### src/rtl/uart_tx_serializer_if.sv
// FIFO read-port bundle between the TX FIFO and the UART serializer.
interface uart_tx_serializer_if #(
    parameter int DATA_WIDTH = 8
);
    // Handshake: a one-cycle fifo_rd_en pops one entry, and only when fifo_empty was low at the
    // consumer's decision; fifo_rd_data holds that entry from the cycle after the pop.
    logic                  fifo_rd_en;
    logic                  fifo_empty;
    logic [DATA_WIDTH-1:0] fifo_rd_data;

    modport master (
        output fifo_rd_en,
        input  fifo_empty,
        input  fifo_rd_data
    );

    modport slave (
        input  fifo_rd_en,
        output fifo_empty,
        output fifo_rd_data
    );
endinterface

### src/rtl/uart_tx_serializer.sv
// UART transmit serializer: pops one byte per frame from the TX FIFO and shifts it out as
// start, LSB-first data, optional parity, and one or two stop bits.
module uart_tx_serializer #(
    parameter int CLKS_PER_BIT = 868,
    parameter int DATA_WIDTH   = 8,
    parameter int PARITY_EN    = 0,
    parameter int PARITY_ODD   = 0,
    parameter int STOP_BITS    = 1
) (
    input  logic                 clk,
    input  logic                 rstn,
    input  logic                 tx_en,
    uart_tx_serializer_if.master fifo,
    output logic                 tx,
    output logic                 busy,
    output logic                 tx_done,
    output logic [2:0]           fsm_state
);
    localparam int CNT_W   = $clog2(CLKS_PER_BIT);
    localparam int IDX_MAX = (DATA_WIDTH > STOP_BITS) ? DATA_WIDTH : STOP_BITS;
    localparam int IDX_W   = $clog2(IDX_MAX + 1);

    typedef enum logic [2:0] {
        S_IDLE   = 3'd0,
        S_FETCH  = 3'd1,
        S_LOAD   = 3'd2,
        S_START  = 3'd3,
        S_DATA   = 3'd4,
        S_PARITY = 3'd5,
        S_STOP   = 3'd6
    } state_t;

    state_t                state;
    state_t                state_nxt;
    logic [CNT_W-1:0]      baud_cnt;
    logic [IDX_W-1:0]      bit_idx;
    logic [DATA_WIDTH-1:0] shift_reg;
    logic                  parity_bit;
    logic                  bit_end;
    logic                  data_last;
    logic                  stop_last;
    logic                  on_line;

    assign bit_end   = (baud_cnt == CNT_W'(CLKS_PER_BIT - 1));
    assign data_last = (bit_idx == IDX_W'(DATA_WIDTH - 1));
    assign stop_last = (bit_idx == IDX_W'(STOP_BITS - 1));
    assign on_line   = (state == S_START) || (state == S_DATA) ||
                       (state == S_PARITY) || (state == S_STOP);

    always_ff @(posedge clk or negedge rstn) begin
        if (!rstn) begin
            state <= S_IDLE;
        end else begin
            state <= state_nxt;
        end
    end

    always_comb begin
        state_nxt = state;
        case (state)
            S_IDLE:   if (tx_en && !fifo.fifo_empty) state_nxt = S_FETCH;
            S_FETCH:  state_nxt = S_LOAD;
            S_LOAD:   state_nxt = S_START;
            S_START:  if (bit_end) state_nxt = S_DATA;
            S_DATA: begin
                if (bit_end && data_last) begin
                    state_nxt = (PARITY_EN != 0) ? S_PARITY : S_STOP;
                end
            end
            S_PARITY: if (bit_end) state_nxt = S_STOP;
            S_STOP:   if (bit_end && stop_last) state_nxt = S_IDLE;
            default:  state_nxt = S_IDLE;
        endcase
    end

    // Line and strobes decode from state and registers only, so reset forces them at once.
    always_comb begin
        tx = 1'b1;
        case (state)
            S_START:  tx = 1'b0;
            S_DATA:   tx = shift_reg[0];
            S_PARITY: tx = parity_bit;
            default:  tx = 1'b1;
        endcase
    end

    assign busy            = (state != S_IDLE);
    assign fifo.fifo_rd_en = (state == S_FETCH);
    assign fsm_state       = state;

    always_ff @(posedge clk or negedge rstn) begin
        if (!rstn) begin
            baud_cnt   <= '0;
            bit_idx    <= '0;
            shift_reg  <= '0;
            parity_bit <= 1'b0;
            tx_done    <= 1'b0;
        end else begin
            tx_done <= (state == S_STOP) && bit_end && stop_last;

            if (on_line && !bit_end) begin
                baud_cnt <= baud_cnt + 1'b1;
            end else begin
                baud_cnt <= '0;
            end

            // The FIFO presents the popped word during LOAD.
            if (state == S_LOAD) begin
                shift_reg  <= fifo.fifo_rd_data;
                parity_bit <= (^fifo.fifo_rd_data) ^ (PARITY_ODD != 0);
            end else if ((state == S_DATA) && bit_end) begin
                shift_reg <= shift_reg >> 1;
            end

            if ((state == S_DATA) && bit_end) begin
                bit_idx <= data_last ? '0 : bit_idx + 1'b1;
            end else if ((state == S_STOP) && bit_end) begin
                bit_idx <= stop_last ? '0 : bit_idx + 1'b1;
            end
        end
    end
endmodule

### src/flat_wrapper.sv
// flat-port wrapper written by rule: the top's interface ports become plain ports
module uart_tx_serializer_flat 
#(
    parameter int CLKS_PER_BIT = 868,
    parameter int DATA_WIDTH   = 8,
    parameter int PARITY_EN    = 0,
    parameter int PARITY_ODD   = 0,
    parameter int STOP_BITS    = 1
)
  (clk, rstn, tx_en, tx, busy, tx_done, fsm_state, fifo_fifo_rd_en, fifo_fifo_empty, fifo_fifo_rd_data);
  uart_tx_serializer_if #(.DATA_WIDTH(DATA_WIDTH)) fifo_i ();
  input  logic clk;
  input  logic rstn;
  input  logic tx_en;
  output logic tx;
  output logic busy;
  output logic tx_done;
  output logic [2:0] fsm_state;
  output wire logic [$bits(fifo_i.fifo_rd_en)-1:0] fifo_fifo_rd_en;
  input wire logic [$bits(fifo_i.fifo_empty)-1:0] fifo_fifo_empty;
  input wire logic [$bits(fifo_i.fifo_rd_data)-1:0] fifo_fifo_rd_data;
  assign fifo_fifo_rd_en = fifo_i.fifo_rd_en;
  assign fifo_i.fifo_empty = fifo_fifo_empty;
  assign fifo_i.fifo_rd_data = fifo_fifo_rd_data;
  uart_tx_serializer #(.CLKS_PER_BIT(CLKS_PER_BIT), .DATA_WIDTH(DATA_WIDTH), .PARITY_EN(PARITY_EN), .PARITY_ODD(PARITY_ODD), .STOP_BITS(STOP_BITS)) u_core (.clk(clk), .rstn(rstn), .tx_en(tx_en), .fifo(fifo_i), .tx(tx), .busy(busy), .tx_done(tx_done), .fsm_state(fsm_state));
endmodule
### config.mk
export PLATFORM = sky130hd
export DESIGN_NAME = uart_tx_serializer_flat
export DESIGN_NICKNAME = d
export VERILOG_FILES = /design/src/rtl/uart_tx_serializer_if.sv /design/src/rtl/uart_tx_serializer.sv /design/src/flat_wrapper.sv
export SDC_FILE = /design/constraint.sdc
export NUM_CORES = 1
export LEC_CHECK = 0
export ABC_CLOCK_PERIOD_IN_PS = 4000
export BUFFER_PORTS_ARGS = -buffer_cell sky130_fd_sc_hd__buf_2
export CORE_ASPECT_RATIO = 0.8
export CORE_MARGIN = 2
export CORE_UTILIZATION = 61
export DETAILED_ROUTE_END_ITERATION = 10
export PLACE_DENSITY_LB_ADDON = 0.3
export SLEW_MARGIN = 0
export SYNTH_ARGS = -nofsm -noshare
export SYNTH_HDL_FRONTEND = slang
export SYNTH_SLANG_ARGS = --single-unit
### constraint.sdc
create_clock -name clk -period 4 [get_ports clk]
set_clock_uncertainty 0.15 [all_clocks]
set_input_delay 0.6 -clock clk [delete_from_list [all_inputs] [get_ports clk]]
set_output_delay 0.6 -clock clk [all_outputs]
set_load 0.05 [all_outputs]
==> flow_summary.yaml, run 1 <==
outcome:
  status: "finished, final reports clean"
yosys:
  syn-num-nets: 172
  syn_area_sq_um: 1500
  synth_warnings: 0
  ys_types: 39
  synth.most_common_cell: "dfrtp_1"
  synth.top_cell.area_share_pct: 45.0
  synth-edff-count: 0
  synthTopCellsByCount: "dfrtp_1 (27), nor2_1 (25), xnor2_1 (14)"
  synth.area.top_cells: "dfrtp_1 (45%), xnor2_1 (8.2%), nor2_1 (6.3%)"
  synth.avg_cell_area_sq_um: 9.56
  async_flop_share_pct: 100
  synth.largest_area_cell: "dfrtp_1"
  netlist_instances: 157
  ys.flop_type: "dfrtp_1"
  ys_seq_elements: 27
  yosysSeqAreaShare_pct: 45.0
drt:
  vias: 1126
  drt_pass1_iterations: 4
  drt-initial-drc-count: 49
  drc: 0
  wl_mm: 2.71
  ant_nets: 0
  routed_via_density: 5.66
  post_drt_wl_per_cell_microns: 13.6
clock_tree:
  root_buffer: "clkbuf_4"
  post-cts-setup-buffer-count: 0
  clock_latency_ns: 0.33
  cts_tree: "built"
  tritoncts.num_buffers: 3
  clockBufferDepth: 2
  htreeDepth: 1
  clk_pin_slew_ns: 0.14
  cts_resized: 0
  postCtsHoldBufs: 0
  cts_sinks: 27
timing:
  tightestPinTransition_ns: 0.708
  fmax_mhz: 392
  slew_violations: 0
  rsz0062_at_grt: "false"
  tns_ns: 0
  fin_crit_sh_pct: 63.8
  setup_viol: 0
  hold_violations: 0
  max_slew_margin_pct: 52.4
  fin_crit_ns: 2.55
setup_path:
  worstSetupPathType: "register to primary output"
  crit_path_cell_trace: "or3b_4 > nor2_1 > a21oi_1 > buf_2"
  arrival_ns: 1.80
  end_kind: "primary output"
  worst-path-max-fanout: 16
  crit_slowest_cell: "dfrtp_1"
  crit_path_max_incr_delay_ns: 0.62
  startpoint_type: "register"
  worstPathRequired_ns: 3.25
global_routing:
  gr-total-overflow: 0
  grt_max_degree: 28
  antenna_found_initial: 0
  grt_pass1_wl_mm: 4.67
  grt_pass1_vias: 1071
  grtUsageTotal_pct: 21.4
final_layout:
  area_delta_synth_final_pct: 7.67
  antenna_cells: 0
  final_nets: 188
  largest_register_ff_count: 10
  fillers: 202
  design_area_sq_um: 1620
  drive_above_1_share_pct: 15.7
die:
  ios: 19
  die-area_sq_um: 2880
  die_h_microns: 48.4
  die_w_microns: 59.5
  rows: 16
  coreArea_sq_um: 2380
  start_util_pct: 63.0
place:
  place.detailed.hpwl_mm: 2.06
  gp_congestion: 0.830
  dpl_cell_area_sq_um: 1590
  numPortBuffers: 18
worst_hold_path:
  hp-class: "input pin to async pin"
job:
  maxCapViolations: 0
power_and_ir_drop:
  p_per_area_nw_per_um2: 270
  vdd_drop_max_v: 0.000230
  p_leak_nw: 0.718
==> per-layer routing <==
layer  global-route usage (%)  vias to the layer above  wire, microns
li1                         -                      568              -
met1                     29.6                      531           1250
met2                     33.2                       21           1300
met3                     5.61                        6            122
met4                     5.68                        0             38
met5                        0                        -              0
==> worst paths after layout <==
kind	slack (ns)	cells after the start	from	endpoint
hold / removal	0.10	1	rstn	u_core.baud_cnt[6]
hold reg to reg	0.36	2	u_core.parity_bit	u_core.parity_bit
setup / recovery	1.45	4	u_core.fsm_state[2]	tx
setup reg to reg	1.57	4	u_core.fsm_state[2]	u_core.bit_idx[0]
max in group asynchronous	3.20	1	rstn	u_core.shift_reg[2]
min in group clk	0.36	2	u_core.parity_bit	u_core.parity_bit
==> worst max-delay path: cells and delay by family, from the launching register on <==
family                 cells  cell delay, ns
AO/OA/AOI/OAI              1            0.06
buffers and inverters      1            0.23
flip-flops                 1            0.62
AND/OR/NAND/NOR            2            0.56
==> metrics by stage <==
step | hold slack (ns) | util, % | power, W | instances | setup WS, ns
2_1_floorplan | 0.154 | - | 0.000310 | 157 | 1.38
3_3_place_gp | 0.321 | 66.8 | 0.000325 | 195 | 1.70
3_5_place_dp | 0.328 | 66.8 | 0.000326 | 195 | 1.61
4_1_cts | 0.119 | 67.9 | 0.000442 | 199 | 1.45
5_1_grt | 0.120 | 67.9 | 0.000458 | 199 | 1.34
6_report | 0.102 | 67.9 | 0.000436 | 199 | 1.45
==> power by group <==
part / switching [W] / total [W] / internal, W
clock: 0.0000764 / 0.000116 / 0.0000391
sequential: 0.00000452 / 0.000286 / 0.000281
combinational: 0.0000181 / 0.0000347 / 0.0000166
total: 0.0000990 / 0.000436 / 0.000337
==> final cells by class <==
| class | instances | area, sq um | share of cell area [%] |
|---|---|---|---|
| Tap cell | 27 | 33.8 | 2.09 |
| Multi-Input combinational cell | 115 | 761 | 47.1 |
| Clock buffer | 4 | 26.3 | 1.63 |
| Timing Repair Buffer | 18 | 90.1 | 5.57 |
| Sequential cell | 27 | 676 | 41.8 |
| Inverter | 8 | 30.0 | 1.86 |
==> cells by family (layout without fill, tap and decap cells) <==
logic type	count (synthesis)	count (layout)	share of synthesized area, %
multiplexers	9	9	6.42
adder cells (fa/ha/maj)	3	3	2.50
flip-flops	27	27	45.0
buffers and inverters	15	30	4.33
XOR/XNOR	16	16	9.33
AND/OR/NAND/NOR	65	65	23.6
AO/OA/AOI/OAI	22	22	8.83
==> cell usage in the layout, fill, tap and decap left out, types with 3 or more instances in the layout <==
cell,count
a21oi_1,10
nor3_1,4
mux2i_1,7
o21ai_1,5
nand2_1,10
ha_1,3
nand3_1,7
nor4_1,3
clkbuf_4,3
or3_1,4
buf_2,18
xnor2_1,14
inv_1,7
nor2_1,25
dfrtp_1,27
Power figures use the tool's default switching activity.
==> run 2, diff against run 1 <==
--- a/config.mk
+++ b/config.mk
@@ -5,11 +5,11 @@
 export SDC_FILE = /design/constraint.sdc
 export NUM_CORES = 1
 export LEC_CHECK = 0
-export ABC_CLOCK_PERIOD_IN_PS = 4000
+export ABC_CLOCK_PERIOD_IN_PS = 2600
 export BUFFER_PORTS_ARGS = -buffer_cell sky130_fd_sc_hd__buf_2
 export CORE_ASPECT_RATIO = 0.8
 export CORE_MARGIN = 2
-export CORE_UTILIZATION = 61
+export CORE_UTILIZATION = 56
 export DETAILED_ROUTE_END_ITERATION = 10
 export PLACE_DENSITY_LB_ADDON = 0.3
 export SLEW_MARGIN = 0
==> constraint.sdc (replaced) <==
create_clock -name clk -period 2.6 [get_ports clk]
set_clock_uncertainty 0.15 [all_clocks]
set_input_delay 0.39 -clock clk [delete_from_list [all_inputs] [get_ports clk]]
set_output_delay 0.39 -clock clk [all_outputs]
set_load 0.05 [all_outputs]
==> run 2 against run 1 <==
  * Non-clock buffer count increased by 2
  * Routed wire length is 4.5% higher
  * Register-to-register slack worse by 1.2 ns
  * Largest cell class unchanged
  * Core utilization is 2.1 points lower
  * Combinational power is 58% higher
  * Critical path type unchanged
  * Final cell count is 5.5% higher
==> flow_summary.yaml, run 2 (synthesis results as in run 1) <==
drt:
  drt-initial-drc-count: 93
  drt_pass1_iterations: 4
  ant_nets: 0
  routed_via_density: 5.60
  post_drt_wl_per_cell_microns: 13.5
  wl_mm: 2.83
  drc: 0
  vias: 1177
power_and_ir_drop:
  vdd_drop_max_v: 0.000353
  p_leak_nw: 0.727
  p_per_area_nw_per_um2: 406
  power_w: 0.000669
timing:
  hold_violations: 0
  max_slew_margin_pct: 55.4
  fmax_mhz: 418
  rsz0062_at_grt: "false"
  fin_crit_ns: 2.39
  setup_viol: 0
  tns_ns: 0
  fin_crit_sh_pct: 91.9
  tightestPinTransition_ns: 0.662
  slew_violations: 0
clock_tree:
  cts_resized: 0
  postCtsHoldBufs: 1
  htreeDepth: 1
  clockBufferDepth: 2
  clk_pin_slew_ns: 0.14
  tritoncts.num_buffers: 3
  root_buffer: "clkbuf_4"
  cts_tree: "built"
  clock_latency_ns: 0.32
  post-cts-setup-buffer-count: 0
  cts_sinks: 27
global_routing:
  grt_pass1_vias: 1122
  antenna_found_initial: 0
  grt_pass1_wl_mm: 4.89
  grtUsageTotal_pct: 20.8
  gr-total-overflow: 0
  grt_max_degree: 28
setup_path:
  cp_top_family: "flip-flops"
  end_kind: "primary output"
  worstPathRequired_ns: 2.06
  worstSetupPathType: "register to primary output"
  path_buf_inv: 1
  crit_path_cell_trace: "or3b_4 > nor2_1 > a21oi_1 > buf_2"
  startpoint_type: "register"
  worst-path-max-fanout: 16
  arrival_ns: 1.85
  crit_path_max_incr_delay_ns: 0.66
  crit_slowest_cell: "dfrtp_1"
  reg2reg_slack_ns: 0.37
place:
  place.detailed.hpwl_mm: 2.09
  gp_congestion: 0.891
  numPortBuffers: 18
  dp.cells: 205
final_layout:
  finalNonFillerCells: 210
  drive_above_1_share_pct: 16.1
  final_common_cell: "dfrtp_1"
  area_delta_synth_final_pct: 9.58
  largest_register_ff_count: 10
  final_nets: 190
  layout_common_cells: "dfrtp_1 (27), nor2_1 (25), buf_2 (18)"
  antenna_cells: 0
die:
  coreArea_sq_um: 2500
  die-area_sq_um: 3110
  die_w_microns: 61.9
  ios: 19
  die_h_microns: 50.3
  rows: 16
  start_util_pct: 60.0
worst_hold_path:
  hp-class: "input pin to register"
job:
  maxCapViolations: 0
outcome:
  status: "finished, final reports clean"
-- run 2: changes by cell type in the layout (fill, tap and decap cells not counted) --
cell           previous run  this run
dlygate4sd3_1             0         1
buf_4                     0         1
-- run 2: power breakdown --
part,internal [W],switching [W]
registers,0.000432,0.00000666
logic,0.0000266,0.0000282
clock network,0.0000600,0.000115
total,0.000519,0.000150
-- run 2: path summary, 6_finish.rpt --
path,start,depth (start not counted),to
worst max-delay path,u_core.fsm_state[2],4,tx
worst min-delay path,fifo_fifo_rd_data[7],3,u_core.shift_reg[7]
worst max register to register,u_core.baud_cnt[0],5,u_core.bit_idx[3]
worst min register to register,u_core.parity_bit,2,u_core.parity_bit
max in group asynchronous,rstn,2,u_core.baud_cnt[5]
min in group asynchronous,rstn,2,u_core.fsm_state[1]
-- run 2: through the flow --
| stage | hold WS (ns) | utilization, % | worst slack, ns | cell area [sq um] |
|---|---|---|---|---|
| after floorplan | -0.0556 | - | 0.192 | 1500 |
| after detailed placement | 0.282 | 64.3 | 0.398 | 1610 |
| after CTS | 0.158 | 65.8 | 0.217 | 1650 |
| after global placement | 0.267 | 64.3 | 0.528 | 1610 |
| after global routing | 0.142 | 65.8 | 0.114 | 1650 |
| final | 0.165 | 65.8 | 0.210 | 1650 |
-- run 2: per-layer routing --
metal / GRT usage (%) / routed length, microns
met3: 6.44 / 169
met5: 0 / 0
met4: 4.61 / 25
met2: 33.0 / 1380
met1: 27.7 / 1260
-- run 2: final cells by class --
class	count	area, sq um
fillers	196	857
multi-input cells	115	761
flip-flops and latches	27	676
repair buffers	20	108
well taps	36	45.0
inverters	8	30.0
clock buffers	4	26.3
-- run 2: worst reg2reg max path: cells and delay by family, from the launching register on --
kind | cells | cell delay [ns]
AND/OR/NAND/NOR | 3 | 1.16
flip-flops | 1 | 0.43
adder cells (fa/ha/maj) | 1 | 0.32
AO/OA/AOI/OAI | 1 | 0.13
